<file path="config.mk">
export PLATFORM = sky130hd
export DESIGN_NAME = credit_delay_line_flat
export DESIGN_NICKNAME = d
export VERILOG_FILES = /design/src/rtl/credit_delay_line_if.sv /design/src/rtl/credit_delay_line.sv /design/src/flat_wrapper.sv
export SDC_FILE = /design/constraint.sdc
export NUM_CORES = 1
export LEC_CHECK = 0
export ABC_AREA = 1
export BUFFER_PORTS_ARGS = -buffer_cell sky130_fd_sc_hd__buf_2
export CAP_MARGIN = 0
export CORE_ASPECT_RATIO = 1.1
export CORE_MARGIN = 4
export CORE_UTILIZATION = 45
export CTS_CLUSTER_DIAMETER = 120
export DETAILED_ROUTE_END_ITERATION = 16
export GPL_TIMING_DRIVEN = 0
export PLACE_DENSITY = 0.66
export SYNTH_ARGS = -nofsm -noshare
export SYNTH_HDL_FRONTEND = slang
export SYNTH_SLANG_ARGS = --single-unit
</file>
<file path="constraint.sdc">
create_clock -name clk -period 5.1 [get_ports clk]
set_clock_uncertainty 0.15 [all_clocks]
set_input_delay 0.51 -clock clk [delete_from_list [all_inputs] [get_ports clk]]
set_output_delay 0.51 -clock clk [all_outputs]
set_load 0.01 [all_outputs]
</file>
<file path="src/rtl/credit_delay_line_if.sv">
// -----------------------------------------------------------------------------
// credit_delay_line_if
//
// Bundles the token handshake of credit_delay_line: the upstream token
// (in_valid/in_data) with its admission signal (in_ready), the synchronous
// flush request, the exiting token (out_valid/out_data) and the occupancy count.
//
// Parameters:
//   DATA_W : payload width in bits
//   CNT_W  : occupancy counter width
//
// Modports:
//   master : the upstream/downstream environment; drives in_valid, in_data and
//            flush, and observes in_ready, out_valid, out_data and inflight
//   slave  : the delay line itself
// -----------------------------------------------------------------------------
interface credit_delay_line_if #(
    parameter int DATA_W = 8,
    parameter int CNT_W  = 3
);
    logic              in_valid;
    logic [DATA_W-1:0] in_data;
    logic              in_ready;
    logic              flush;
    logic              out_valid;
    logic [DATA_W-1:0] out_data;
    logic [CNT_W-1:0]  inflight;

    modport master (
        output in_valid, in_data, flush,
        input  in_ready, out_valid, out_data, inflight
    );

    modport slave (
        input  in_valid, in_data, flush,
        output in_ready, out_valid, out_data, inflight
    );
endinterface

</file>
<file path="src/rtl/credit_delay_line.sv">
// -----------------------------------------------------------------------------
// credit_delay_line
//
// Fixed-latency delay line with admission control. A token accepted in cycle t
// (in_valid & in_ready) leaves on out_valid/out_data in cycle t+LATENCY for one
// cycle. An occupancy counter tracks tokens in flight; in_ready is withheld
// while MAX_INFLIGHT tokens are in flight. The output has no backpressure.
//
// Parameters:
//   DATA_W       : payload width (>=1)
//   LATENCY      : pipeline stages from accept to output (>=1)
//   MAX_INFLIGHT : admission limit (1 .. 2**CNT_W-1)
//   CNT_W        : counter width, 2**CNT_W-1 >= LATENCY
//
// Ports:
//   clk : clock, all state changes on the rising edge
//   rst : asynchronous active-low reset, released synchronously to clk
//   bus : credit_delay_line_if.slave
//           in_valid/in_data  upstream token
//           in_ready          admission (combinational from the count)
//           flush             synchronous clear of pipeline and counter
//           out_valid/out_data exiting token, data is 0 on bubbles
//           inflight          current occupancy count
//
// Optional feature macro: CREDIT_DELAY_EARLY_CREDIT_EN
//   When defined, a slot freed by a token exiting this cycle can be reused in
//   the same cycle (in_ready looks at count - exit). When undefined, the freed
//   slot becomes usable one cycle after the exit.
// -----------------------------------------------------------------------------
module credit_delay_line #(
    parameter int DATA_W       = 8,
    parameter int LATENCY      = 4,
    parameter int MAX_INFLIGHT = 3,
    parameter int CNT_W        = 3
) (
    input logic                clk,
    input logic                rst,
    credit_delay_line_if.slave bus
);
    localparam logic [CNT_W-1:0] MAX_CNT = CNT_W'(MAX_INFLIGHT);

    logic [LATENCY-1:0] stage_valid;
    logic [DATA_W-1:0]  stage_data [LATENCY];
    logic [CNT_W-1:0]   count;
    logic [CNT_W-1:0]   count_next;
    logic               accept;
    logic               exit_tok;

    assign exit_tok = stage_valid[LATENCY-1];

`ifdef CREDIT_DELAY_EARLY_CREDIT_EN
    // An exiting token implies count >= 1, so this subtraction cannot wrap.
    assign bus.in_ready = (count - CNT_W'(exit_tok)) < MAX_CNT;
`else
    assign bus.in_ready = count < MAX_CNT;
`endif

    assign accept = bus.in_valid & bus.in_ready;

    always_comb begin
        // NOTE: assign a default first in every always_comb path so no latch is inferred.
        count_next = count;
        // Truncated arithmetic: +1/-1 together cancel, and the count is bounded
        // by the number of stage valids, so no overflow or underflow occurs.
        count_next = count + CNT_W'(accept) - CNT_W'(exit_tok);
    end

    always_ff @(posedge clk or negedge rst) begin
        if (!rst) begin
            // NOTE: the data stages are reset too, because bubbles must read as 0 on out_data.
            stage_valid <= '0;
            for (int i = 0; i < LATENCY; i++) stage_data[i] <= '0;
            count <= '0;
        end else if (bus.flush) begin
            // Flush wins over accept/exit; a token accepted this cycle is dropped.
            stage_valid <= '0;
            for (int i = 0; i < LATENCY; i++) stage_data[i] <= '0;
            count <= '0;
        end else begin
            // NOTE: sequential state uses non-blocking assignments so every stage shifts from pre-edge values.
            stage_valid[0] <= accept;
            stage_data[0]  <= accept ? bus.in_data : '0;
            for (int i = 1; i < LATENCY; i++) begin
                stage_valid[i] <= stage_valid[i-1];
                stage_data[i]  <= stage_data[i-1];
            end
            count <= count_next;
        end
    end

    assign bus.out_valid = stage_valid[LATENCY-1];
    assign bus.out_data  = stage_data[LATENCY-1];
    assign bus.inflight  = count;

endmodule

</file>
<file path="src/flat_wrapper.sv">
// flat-port wrapper written by rule: the top's interface ports become plain ports
module credit_delay_line_flat 
#(
    parameter int DATA_W       = 8,
    parameter int LATENCY      = 4,
    parameter int MAX_INFLIGHT = 3,
    parameter int CNT_W        = 3
)
  (clk, rst, bus_in_valid, bus_in_data, bus_flush, bus_in_ready, bus_out_valid, bus_out_data, bus_inflight);
  credit_delay_line_if #(.DATA_W(DATA_W), .CNT_W(CNT_W)) bus_i ();
  input logic clk;
  input logic rst;
  input wire logic [$bits(bus_i.in_valid)-1:0] bus_in_valid;
  input wire logic [$bits(bus_i.in_data)-1:0] bus_in_data;
  input wire logic [$bits(bus_i.flush)-1:0] bus_flush;
  output wire logic [$bits(bus_i.in_ready)-1:0] bus_in_ready;
  output wire logic [$bits(bus_i.out_valid)-1:0] bus_out_valid;
  output wire logic [$bits(bus_i.out_data)-1:0] bus_out_data;
  output wire logic [$bits(bus_i.inflight)-1:0] bus_inflight;
  assign bus_i.in_valid = bus_in_valid;
  assign bus_i.in_data = bus_in_data;
  assign bus_i.flush = bus_flush;
  assign bus_in_ready = bus_i.in_ready;
  assign bus_out_valid = bus_i.out_valid;
  assign bus_out_data = bus_i.out_data;
  assign bus_inflight = bus_i.inflight;
  credit_delay_line #(.DATA_W(DATA_W), .LATENCY(LATENCY), .MAX_INFLIGHT(MAX_INFLIGHT), .CNT_W(CNT_W)) u_core (.clk(clk), .rst(rst), .bus(bus_i));
endmodule
</file>
==> impl_metrics.json, run 1 <==
{
  "postRouteWirelength_um": 1940,
  "synth_top_family_by_area": "buffers and inverters",
  "htree_levels": 2,
  "dp.cells": 196,
  "drcViolationCount": 0,
  "layout-drive-gt1-share_pct": 25.9,
  "die_x_um": 62.6,
  "r2r-start": "u_core.bus.inflight[2]",
  "r2r_cells": 10,
  "grt_pass1_vias": 882,
  "grt_setup_unrepaired": "false",
  "synth_xor_area_share_pct": 0.593,
  "yosysWarnings": 0,
  "endpoint_kind": "flop",
  "fmax_mhz": 482,
  "gp_congestion": 0.688,
  "setup-violations-final": 0,
  "finalMaxSlewViolations": 0,
  "grt_pass1_wl_um": 3520,
  "post_cts_buffers": 0,
  "wl_per_cell_um": 9.49,
  "path_max_fanout": 10,
  "viasPerCell": 4.45,
  "synth_cell_types": 14,
  "worst_slew_pin_slew_ns": 0.819,
  "setup_tns_ns": 0,
  "diodes": 0,
  "r2r-end": "u_core.bus.inflight[2]",
  "root_buffer": "clkbuf_4",
  "cts_buffers": 5,
  "drt_iter0_markers": 24,
  "track_usage_pct": 10.9,
  "ant_nets": 0,
  "holdCritPathClass": "input port to asynchronous set/reset pin",
  "cts_hold_buf": 0,
  "path_class": "flop to flop",
  "r2r_slack_ns": 3.03,
  "synthAdderAreaFrac_pct": 3.90,
  "fp.coreArea_um2": 3100,
  "vdd_drop_max_mv": 0.274,
  "cts_resized": 0,
  "port_buffers": 22,
  "hold_violations": 0,
  "synthToLayoutAreaGrowth_pct": 15.0,
  "syn_inst": 140,
  "status": "completed",
  "pin_count": 25,
  "grt_overflow": 0,
  "final-instance-count-excl-fill": 204,
  "synth.cell_area_um2": 1480,
  "vias": 908,
  "clock_sinks": 39,
  "powerDensity_nw_per_um2": 362,
  "insertion_delay_ns": 0.32,
  "p_leak_nw": 0.932,
  "fin_ws_ns": 3.03,
  "grt_max_degree": 40,
  "synth-simple-area-share_pct": 14.1,
  "fin_util_pct": 54.8,
  "ys_seq_area_share_pct": 66.1,
  "rows": 21,
  "synthMuxAreaShare_pct": 0,
  "synth-compound-area-share_pct": 0.339,
  "antenna_found_initial": 0,
  "ys_seq_elements": 39,
  "crit_arrival_ns": 2.15,
  "syn_area_per_cell_um2": 10.5,
  "layout_min_cycle_time_ns": 2.07,
  "start_util_pct": 47.6,
  "worstSetupStartpointType": "flop",
  "slew_headroom_pct": 45.4,
  "clkSlewWorstSetupHoldPaths_ns": 0.11,
  "required_ns": 5.18,
  "dp_hpwl_um": 1350,
  "clockBufferDepth": 2,
  "cts_tree": "yes",
  "nNetsFinal": 185,
  "place_ws_ns": 3.03,
  "dieArea_um2": 4260,
  "fin_crit_sh_pct": 40.7,
  "maxCapViolations": 0,
  "drtPass1Iterations": 4,
  "die_h_um": 68.1,
  "synth.net_count": 156
}
where the power goes:
group | total (W) | leakage (nW) | internal [W] | switching, W
clock network | 0.000172 | 0.0386 | 0.0000812 | 0.0000906
logic | 0.000100 | 0.359 | 0.0000401 | 0.0000601
registers | 0.000343 | 0.535 | 0.000330 | 0.0000122
total | 0.000615 | 0.932 | 0.000452 | 0.000163
metal layers:
layer  global-route usage [%]  up-vias  part of all wire [%]
met1                     11.2      421                    42
met2                     18.8       29                    50
met4                     5.51        0                  0.98
li1                         -      454                     -
met5                        0        -                     0
met3                     5.42        4                   7.8
state kept, by name, summed over array words and instances (netlist names):
register	count
u_core.stage_data	24
u_core.bus.out_data	8
u_core.stage_valid	4
u_core.bus.inflight	3
cell families (layout without fill, tap and decap cells):
| family | after synthesis | after routing |
|---|---|---|
| AOI/OAI and AO/OA | 1 | 1 |
| xor gates and xnor gates | 1 | 1 |
| and+or+nand+nor | 49 | 49 |
| buffers and inverters | 46 | 76 |
| DFF | 39 | 39 |
| adders and majority gates | 4 | 4 |
worst max path at each step:
stage / slack (ns) / depth (start not counted) / end / from
final: 3.03 / 10 / u_core.bus.inflight[2] / u_core.bus.inflight[2]
after global routing: 2.85 / 10 / u_core.bus.inflight[2] / u_core.bus.inflight[2]
after CTS: 3.01 / 10 / u_core.bus.inflight[2] / u_core.bus.inflight[2]
after detailed placement: 3.03 / 10 / u_core.bus.inflight[2] / u_core.bus.inflight[2]
after global placement: 3.09 / 10 / u_core.bus.inflight[2] / u_core.bus.inflight[2]
after floorplan: 3.13 / 10 / u_core.bus.inflight[2] / u_core.bus.inflight[2]
cells in the mapped netlist, drive strengths merged:
cell   instances  area share [%]
nand3          1            0.34
a21oi          1            0.34
xor2           1            0.59
buf           13             6.6
ha             3             2.5
nand2          1            0.42
nand4          8             3.4
dfrtp         39              66
inv           33             8.4
fa             1             1.4
nor2          39             9.9
final cells by class:
class                           instances  area [um^2]
Tap cell                               34         42.5
Timing Repair Buffer                   22          110
Fill cell                             271         1400
Multi-Input combinational cell         55          279
Inverter                               33          124
Sequential cell                        39          976
Buffer                                 13         97.6
Clock buffer                            8         68.8
layout by cell type, fill, tap and decap left out:
master | netlist | final
a21oi_1 | 1 | 1
buf_2 | 3 | 25
buf_4 | 8 | 8
buf_6 | 2 | 2
clkbuf_1 | 0 | 1
clkbuf_4 | 0 | 5
clkbuf_8 | 0 | 2
dfrtp_1 | 39 | 39
fa_1 | 1 | 1
ha_1 | 3 | 3
inv_1 | 32 | 32
inv_2 | 1 | 1
nand2_2 | 1 | 1
nand3_1 | 1 | 1
nand4_1 | 8 | 8
nor2_1 | 39 | 39
xor2_1 | 1 | 1
critical path, cell delays in order, from the launching register on:
cell and delay, ns:
dfrtp_1 0.39, inv_2 0.09, ha_1 0.22, nand2_2 0.14, nand3_1 0.11, inv_1 0.08, ha_1 0.16, inv_1 0.05
fa_1 0.37, xor2_1 0.16, nor2_1 0.05
through the flow:
step                cell area (um^2)  hold slack [ns]  power (W)
finish                          1700            0.115   0.000615
global route                    1700            0.176   0.000654
CTS                             1700            0.147   0.000625
detailed placement              1630            0.294   0.000451
global placement                1630            0.287   0.000445
floorplan                       1480           0.0644   0.000415
(Power assumes the default switching activity.)
==> run 2, diff against run 1 <==
--- a/config.mk
+++ b/config.mk
@@ -5,7 +5,7 @@
 export SDC_FILE = /design/constraint.sdc
 export NUM_CORES = 1
 export LEC_CHECK = 0
-export ABC_AREA = 1
+export ABC_AREA = 0
 export BUFFER_PORTS_ARGS = -buffer_cell sky130_fd_sc_hd__buf_2
 export CAP_MARGIN = 0
 export CORE_ASPECT_RATIO = 1.1
@@ -14,7 +14,7 @@
 export CTS_CLUSTER_DIAMETER = 120
 export DETAILED_ROUTE_END_ITERATION = 16
 export GPL_TIMING_DRIVEN = 0
-export PLACE_DENSITY = 0.66
+export PLACE_DENSITY = 0.69
 export SYNTH_ARGS = -nofsm -noshare
 export SYNTH_HDL_FRONTEND = slang
 export SYNTH_SLANG_ARGS = --single-unit
==> constraint.sdc (replaced) <==
create_clock -name clk -period 1.7 [get_ports clk]
set_clock_uncertainty 0.15 [all_clocks]
set_input_delay 0.17 -clock clk [delete_from_list [all_inputs] [get_ports clk]]
set_output_delay 0.17 -clock clk [all_outputs]
set_load 0.01 [all_outputs]
==> impl_metrics.json, run 2 <==
{
  "status": "finished, violations left",
  "violations": "setup timing",
  "syn_inst": 105,
  "grt_overflow": 0,
  "yosysTopAreaCellShare_pct": 64.0,
  "layout_commonest_cell": "dfrtp_1",
  "fmax_mhz": 552,
  "ys_top_cells_by_area": "dfrtp_1 (64%), nor2b_1 (7.8%), nor4b_2 (6.9%)",
  "critical_path_buf_inv_count": 2,
  "layout_min_cycle_time_ns": 1.81,
  "slew_headroom_pct": 45.5,
  "htree_levels": 2,
  "yosysTopAreaCell": "dfrtp_1",
  "most-common-layout-cells": "dfrtp_1 (39), buf_2 (23), nor2b_1 (19)",
  "fp.coreArea_um2": 3150,
  "p_leak_nw": 1.02,
  "vias": 840,
  "hold_violations": 0,
  "pin_count": 25,
  "grt_max_degree": 40,
  "vdd_drop_max_mv": 0.880,
  "wl_per_cell_um": 11.7,
  "final-instance-count-excl-fill": 184,
  "whs_ns": 0.0433,
  "grtUsageMet3_pct": 5.03,
  "postRouteWirelength_um": 2150,
  "ys_top_cells_by_count": "dfrtp_1 (39), nor2b_1 (19), and2b_1 (9)",
  "clkSlewWorstSetupHoldPaths_ns": 0.11,
  "ys_async_sr_fraction_pct": 100,
  "nNetsFinal": 165,
  "powerDensity_nw_per_um2": 1080,
  "required_ns": 1.80,
  "grt_pass1_vias": 887,
  "die_x_um": 63.5,
  "port_buffers": 23,
  "setup-violations-final": 3,
  "use_met1_pct": 14.8,
  "cts_buffers": 5,
  "dp.cells": 162,
  "path_cells": "inv_2, ha_4, and2_4, nor2_4, ha_4, inv_2, fa_2, nor2_1",
  "top_register": "u_core.stage_data",
  "antenna_found_initial": 0,
  "layout-drive-gt1-share_pct": 43.3,
  "die_h_um": 69.1,
  "insertion_delay_ns": 0.34,
  "dp_hpwl_um": 1310,
  "slowest_delay_ns": 0.51,
  "holdCritPathClass": "input port to flop",
  "cts_tree": "yes",
  "path_max_fanout": 3,
  "endpoint_kind": "flop",
  "drt_iter0_markers": 4,
  "drtPass1Iterations": 2,
  "path_class": "flop to flop",
  "largest_reg_flops": 24,
  "ys_seq_area_share_pct": 64.0,
  "path_delay_family": "adder cells",
  "track_usage_pct": 12.0,
  "fin_crit_sh_pct": 107,
  "gp_congestion": 0.721,
  "rows": 21,
  "grt_busiest_layer": "met2",
  "fin_ws_ns": -0.111,
  "synth_edf_count": 0,
  "synthToLayoutAreaGrowth_pct": 27.9,
  "ant_nets": 0,
  "synth.cell_area_um2": 1530,
  "grt_pass1_wl_um": 4040,
  "ys_seq_elements": 39,
  "diodes": 0,
  "maxCapViolations": 0,
  "worst_slew_pin_slew_ns": 0.818,
  "ys.flop_type": "dfrtp_1",
  "syn_area_per_cell_um2": 14.5,
  "synth.net_count": 121,
  "start_util_pct": 48.4,
  "critPathSlowestCell": "fa_2",
  "grt_use_met2_pct": 18.8,
  "finalMaxSlewViolations": 0,
  "crit_arrival_ns": 1.91,
  "root_buffer": "clkbuf_4",
  "yosysWarnings": 0,
  "viasPerCell": 4.57,
  "synth_most_common_cell": "dfrtp_1",
  "drcViolationCount": 0,
  "worstSetupStartpointType": "flop",
  "dieArea_um2": 4390,
  "clock_sinks": 39,
  "grt_setup_unrepaired": "true",
  "clockBufferDepth": 2,
  "synth_cell_types": 18
}
==> run 2: cell types whose count changed in the layout (fill, tap and decap cells not counted), moves of 4 or more <==
cell and delta:
buf_4 +4, nand4_1 -8, nor2_1 -37, dlygate4sd3_1 +10, nor4b_2 +7, inv_1 -30
and2b_1 +9, nor2b_1 +19
==> run 2: power breakdown <==
part           total (W)  switching [W]  internal [W]
Clock           0.000611       0.000302      0.000309
Combinational   0.000467       0.000215      0.000251
Sequential       0.00102      0.0000303      0.000990
Total            0.00210       0.000547       0.00155
==> run 2: area by class of cell <==
type	instances	area [um^2]
repair buffers	39	274
flip-flops and latches	39	976
clock inverters	3	43.8
inverters	4	15.0
clock buffers	5	37.5
fillers	244	1200
well taps	34	42.5
plain buffers	12	95.1
multi-input cells	48	467
==> run 2: final timing paths <==
| kind | from | end | slack [ns] | cells past startpoint |
|---|---|---|---|---|
| worst max-delay path | u_core.bus.inflight[2] | u_core.bus.inflight[1] | -0.11 | 8 |
| worst min register to register | u_core.stage_data[31] | u_core.stage_data[23] | 0.32 | 1 |
| max in group asynchronous | rst | u_core.bus.out_data[6] | 0.59 | 2 |
| min in group asynchronous | rst | u_core.stage_data[9] | 0.30 | 2 |
| worst max register to register | u_core.bus.inflight[2] | u_core.bus.inflight[1] | -0.11 | 8 |
| worst min-delay path | bus_flush | u_core.stage_data[11] | 0.04 | 2 |
==> run 2: routing by layer <==
metal,wire length (um),vias up
li1,-,407
met1,881,404
met2,1090,26
met3,140,3
met4,33,0
met5,0,-
==> run 2: worst reg2reg max path, stage by stage (launching register included) <==
cell and delay (ns):
dfrtp_1 0.41, inv_2 0.06, ha_4 0.15, and2_4 0.15, nor2_4 0.10, ha_4 0.14, inv_2 0.03, fa_2 0.51
nor2_1 0.04
==> run 2: cells by family (layout without fill, tap and decap cells) <==
kind of cell | Yosys count | after routing | synth area share [%]
and+or+nand+nor | 43 | 43 | 23.0
DFF | 39 | 39 | 64.0
buffers and inverters | 18 | 63 | 8.69
adders and majority gates | 4 | 4 | 3.77
xor gates and xnor gates | 1 | 1 | 0.574
==> run 2: metrics by stage <==
stage | worst slack, ns | utilization, % | cell area, um^2 | setup TNS (ns) | power, W
2_1_floorplan | -0.252 | - | 1540 | -0.461 | 0.00127
3_3_place_gp | -0.248 | 54.0 | 1700 | -0.458 | 0.00136
3_5_place_dp | -0.288 | 54.0 | 1700 | -0.539 | 0.00138
4_1_cts | -0.167 | 61.2 | 1930 | -0.345 | 0.00208
5_1_grt | -0.209 | 61.9 | 1950 | -0.493 | 0.00224
6_report | -0.111 | 61.9 | 1950 | -0.200 | 0.00210
==> run 2: what timing repair did <==
action | 4_1_cts | 5_1_grt
pin swaps | 2 | 3
setup buffers | 6 | 0
hold buffers | 10 | 0
setup endpoints to repair | 3 | 3
resized for setup | 4 | 6
endpoints found under the hold margin | 65 | 0
==> run 3, diff against run 2 <==
--- a/config.mk
+++ b/config.mk
@@ -8,13 +8,15 @@
 export ABC_AREA = 0
 export BUFFER_PORTS_ARGS = -buffer_cell sky130_fd_sc_hd__buf_2
 export CAP_MARGIN = 0
+export CELL_PAD_IN_SITES_DETAIL_PLACEMENT = 2
+export CELL_PAD_IN_SITES_GLOBAL_PLACEMENT = 2
 export CORE_ASPECT_RATIO = 1.1
 export CORE_MARGIN = 4
-export CORE_UTILIZATION = 45
+export CORE_UTILIZATION = 34
 export CTS_CLUSTER_DIAMETER = 120
 export DETAILED_ROUTE_END_ITERATION = 16
 export GPL_TIMING_DRIVEN = 0
-export PLACE_DENSITY = 0.69
+export PLACE_DENSITY_LB_ADDON = 0.1
 export SYNTH_ARGS = -nofsm -noshare
 export SYNTH_HDL_FRONTEND = slang
 export SYNTH_SLANG_ARGS = --single-unit
==> impl_metrics.json, run 3 (synthesis gave the netlist of run 2 again) <==
{
  "p_leak_nw": 1.01,
  "fin_crit_sh_pct": 110,
  "rows": 25,
  "start_util_pct": 35.3,
  "drt_iter0_markers": 21,
  "switching_share_pct": 26.0,
  "layout_min_cycle_time_ns": 1.88,
  "vdd_drop_max_mv": 0.524,
  "total_power_w": 0.00215,
  "cts_tree": "yes",
  "grt_overflow": 0,
  "dieArea_um2": 5620,
  "drcViolationCount": 0,
  "diodes": 0,
  "grt_pass1_wl_um": 4830,
  "fin_ws_ns": -0.177,
  "path_max_fanout": 3,
  "nNetsFinal": 163,
  "power_frac_comb_pct": 20.8,
  "clockBufferDepth": 2,
  "fillers": 452,
  "dp_hpwl_um": 1870,
  "status": "finished, violations left",
  "violations": "setup timing",
  "largest_reg_flops": 24,
  "layout-drive-gt1-share_pct": 44.6,
  "fin_util_pct": 45.4,
  "required_ns": 1.73,
  "seqCellArea_um2": 976,
  "powerDensity_nw_per_um2": 1100,
  "insertion_delay_ns": 0.28,
  "track_usage_pct": 11.6,
  "grt_max_degree": 40,
  "root_buffer": "clkbuf_8",
  "p_sw_w": 0.000559,
  "vias": 865,
  "synthToLayoutAreaGrowth_pct": 28.5,
  "multi_input_area_um2": 454,
  "wl_per_cell_um": 13.8,
  "top_register": "u_core.stage_data",
  "port_buffers": 23,
  "drtPass1Iterations": 2,
  "path_class": "flop to flop",
  "setup-violations-final": 3,
  "fp.coreArea_um2": 4320,
  "finalMaxSlewViolations": 0,
  "clkPwrFrac_pct": 31.7,
  "grt_setup_unrepaired": "true",
  "p_int_w": 0.00159,
  "clkSlewWorstSetupHoldPaths_ns": 0.07,
  "holdCritPathClass": "input port to flop",
  "viasPerCell": 4.28,
  "pwr-share-seq_pct": 47.5,
  "die_h_um": 78.2,
  "pin_count": 25,
  "endpoint_kind": "flop",
  "antenna_found_initial": 0,
  "placed_area_um2": 1730,
  "gp_congestion": 0.623,
  "postRouteWirelength_um": 2780,
  "crit_arrival_ns": 1.91,
  "die_x_um": 71.9,
  "layout_commonest_cell": "dfrtp_1",
  "most-common-layout-cells": "dfrtp_1 (39), buf_2 (24), nor2b_1 (19)",
  "fmax_mhz": 533,
  "ant_nets": 0,
  "htree_levels": 2,
  "cts_buffers": 5,
  "clock_sinks": 39,
  "grt_pass1_vias": 1001,
  "hold_violations": 0,
  "worst_slew_pin_slew_ns": 0.885,
  "slew_headroom_pct": 41.0,
  "worstSetupStartpointType": "flop",
  "postLayoutCellArea_um2": 1960,
  "maxCapViolations": 0
}
==> run 3: cell types whose count changed in the layout (fill, tap and decap cells not counted), moves of 2 or more <==
cell           previous run  this run
nor2_2                    0         2
dlygate4sd3_1            10         7
clkbuf_4                  5         0
clkbuf_8                  0         7
==> run 3: worst paths after layout <==
kind                                        start                      to  slack [ns]  cells past startpoint
setup / recovery           u_core.bus.inflight[2]  u_core.bus.inflight[1]       -0.18                      8
hold / removal                     bus_in_data[1]   u_core.stage_data[25]        0.01                      2
setup reg to reg           u_core.bus.inflight[2]  u_core.bus.inflight[1]       -0.18                      8
hold reg to reg             u_core.stage_valid[1]   u_core.stage_valid[2]        0.31                      1
max in group asynchronous                     rst  u_core.bus.inflight[2]        0.46                      2
min in group asynchronous                     rst  u_core.bus.out_data[1]        0.40                      2
==> run 3: worst max-delay path: stages (launching register included) <==
cell and delay (ns):
dfrtp_1 0.40, buf_6 0.13, nand2b_4 0.13, buf_6 0.12
nor2_4 0.11, ha_4 0.13, inv_2 0.03, fa_2 0.53
nor2_2 0.04
==> run 3: routing by layer <==
metal / vias up / global-route usage (%) / wire length [um]
met5: - / 0 / 0
met2: 27 / 20.5 / 1560
met4: 0 / 6.77 / 59
li1: 400 / - / -
met1: 432 / 12.2 / 990
met3: 6 / 3.07 / 168
==> run 3: final cells by class <==
cell class	instances	share of cell area, %
multi-input combinational	48	23.2
sequential	39	49.8
buffer	13	5.42
clock inverter	1	0.383
timing repair buffer	36	12.1
inverter	4	0.766
tap	54	3.45
clock buffer	7	4.91
==> run 3: repair_timing <==
action | CTS | global route
setup endpoints to repair | 3 | 3
endpoints found under the hold margin | 45 | 0
setup buffers | 5 | 1
gates resized for setup | 4 | 3
pin swaps | 2 | 1
hold buffers | 7 | 0
==> run 3: power by group through the flow <==
stage          clock network [W]  logic, W  registers, W
2_1_floorplan                  0  0.000224       0.00105
3_3_place_gp                   0  0.000335       0.00104
3_5_place_dp                   0  0.000354       0.00105
4_1_cts                 0.000717  0.000429       0.00102
5_1_grt                 0.000760  0.000498       0.00103
6_report                0.000681  0.000446       0.00102
==> run 3: through the flow <==
step / setup TNS, ns / cells / setup slack [ns] / hold slack, ns
2_1_floorplan: -0.461 / 105 / -0.252 / -0.276
3_3_place_gp: -0.511 / 182 / -0.272 / 0.171
3_5_place_dp: -0.634 / 182 / -0.327 / 0.194
4_1_cts: -0.367 / 201 / -0.185 / 0.00164
5_1_grt: -0.679 / 202 / -0.235 / 0.0116
6_report: -0.442 / 202 / -0.177 / 0.0134
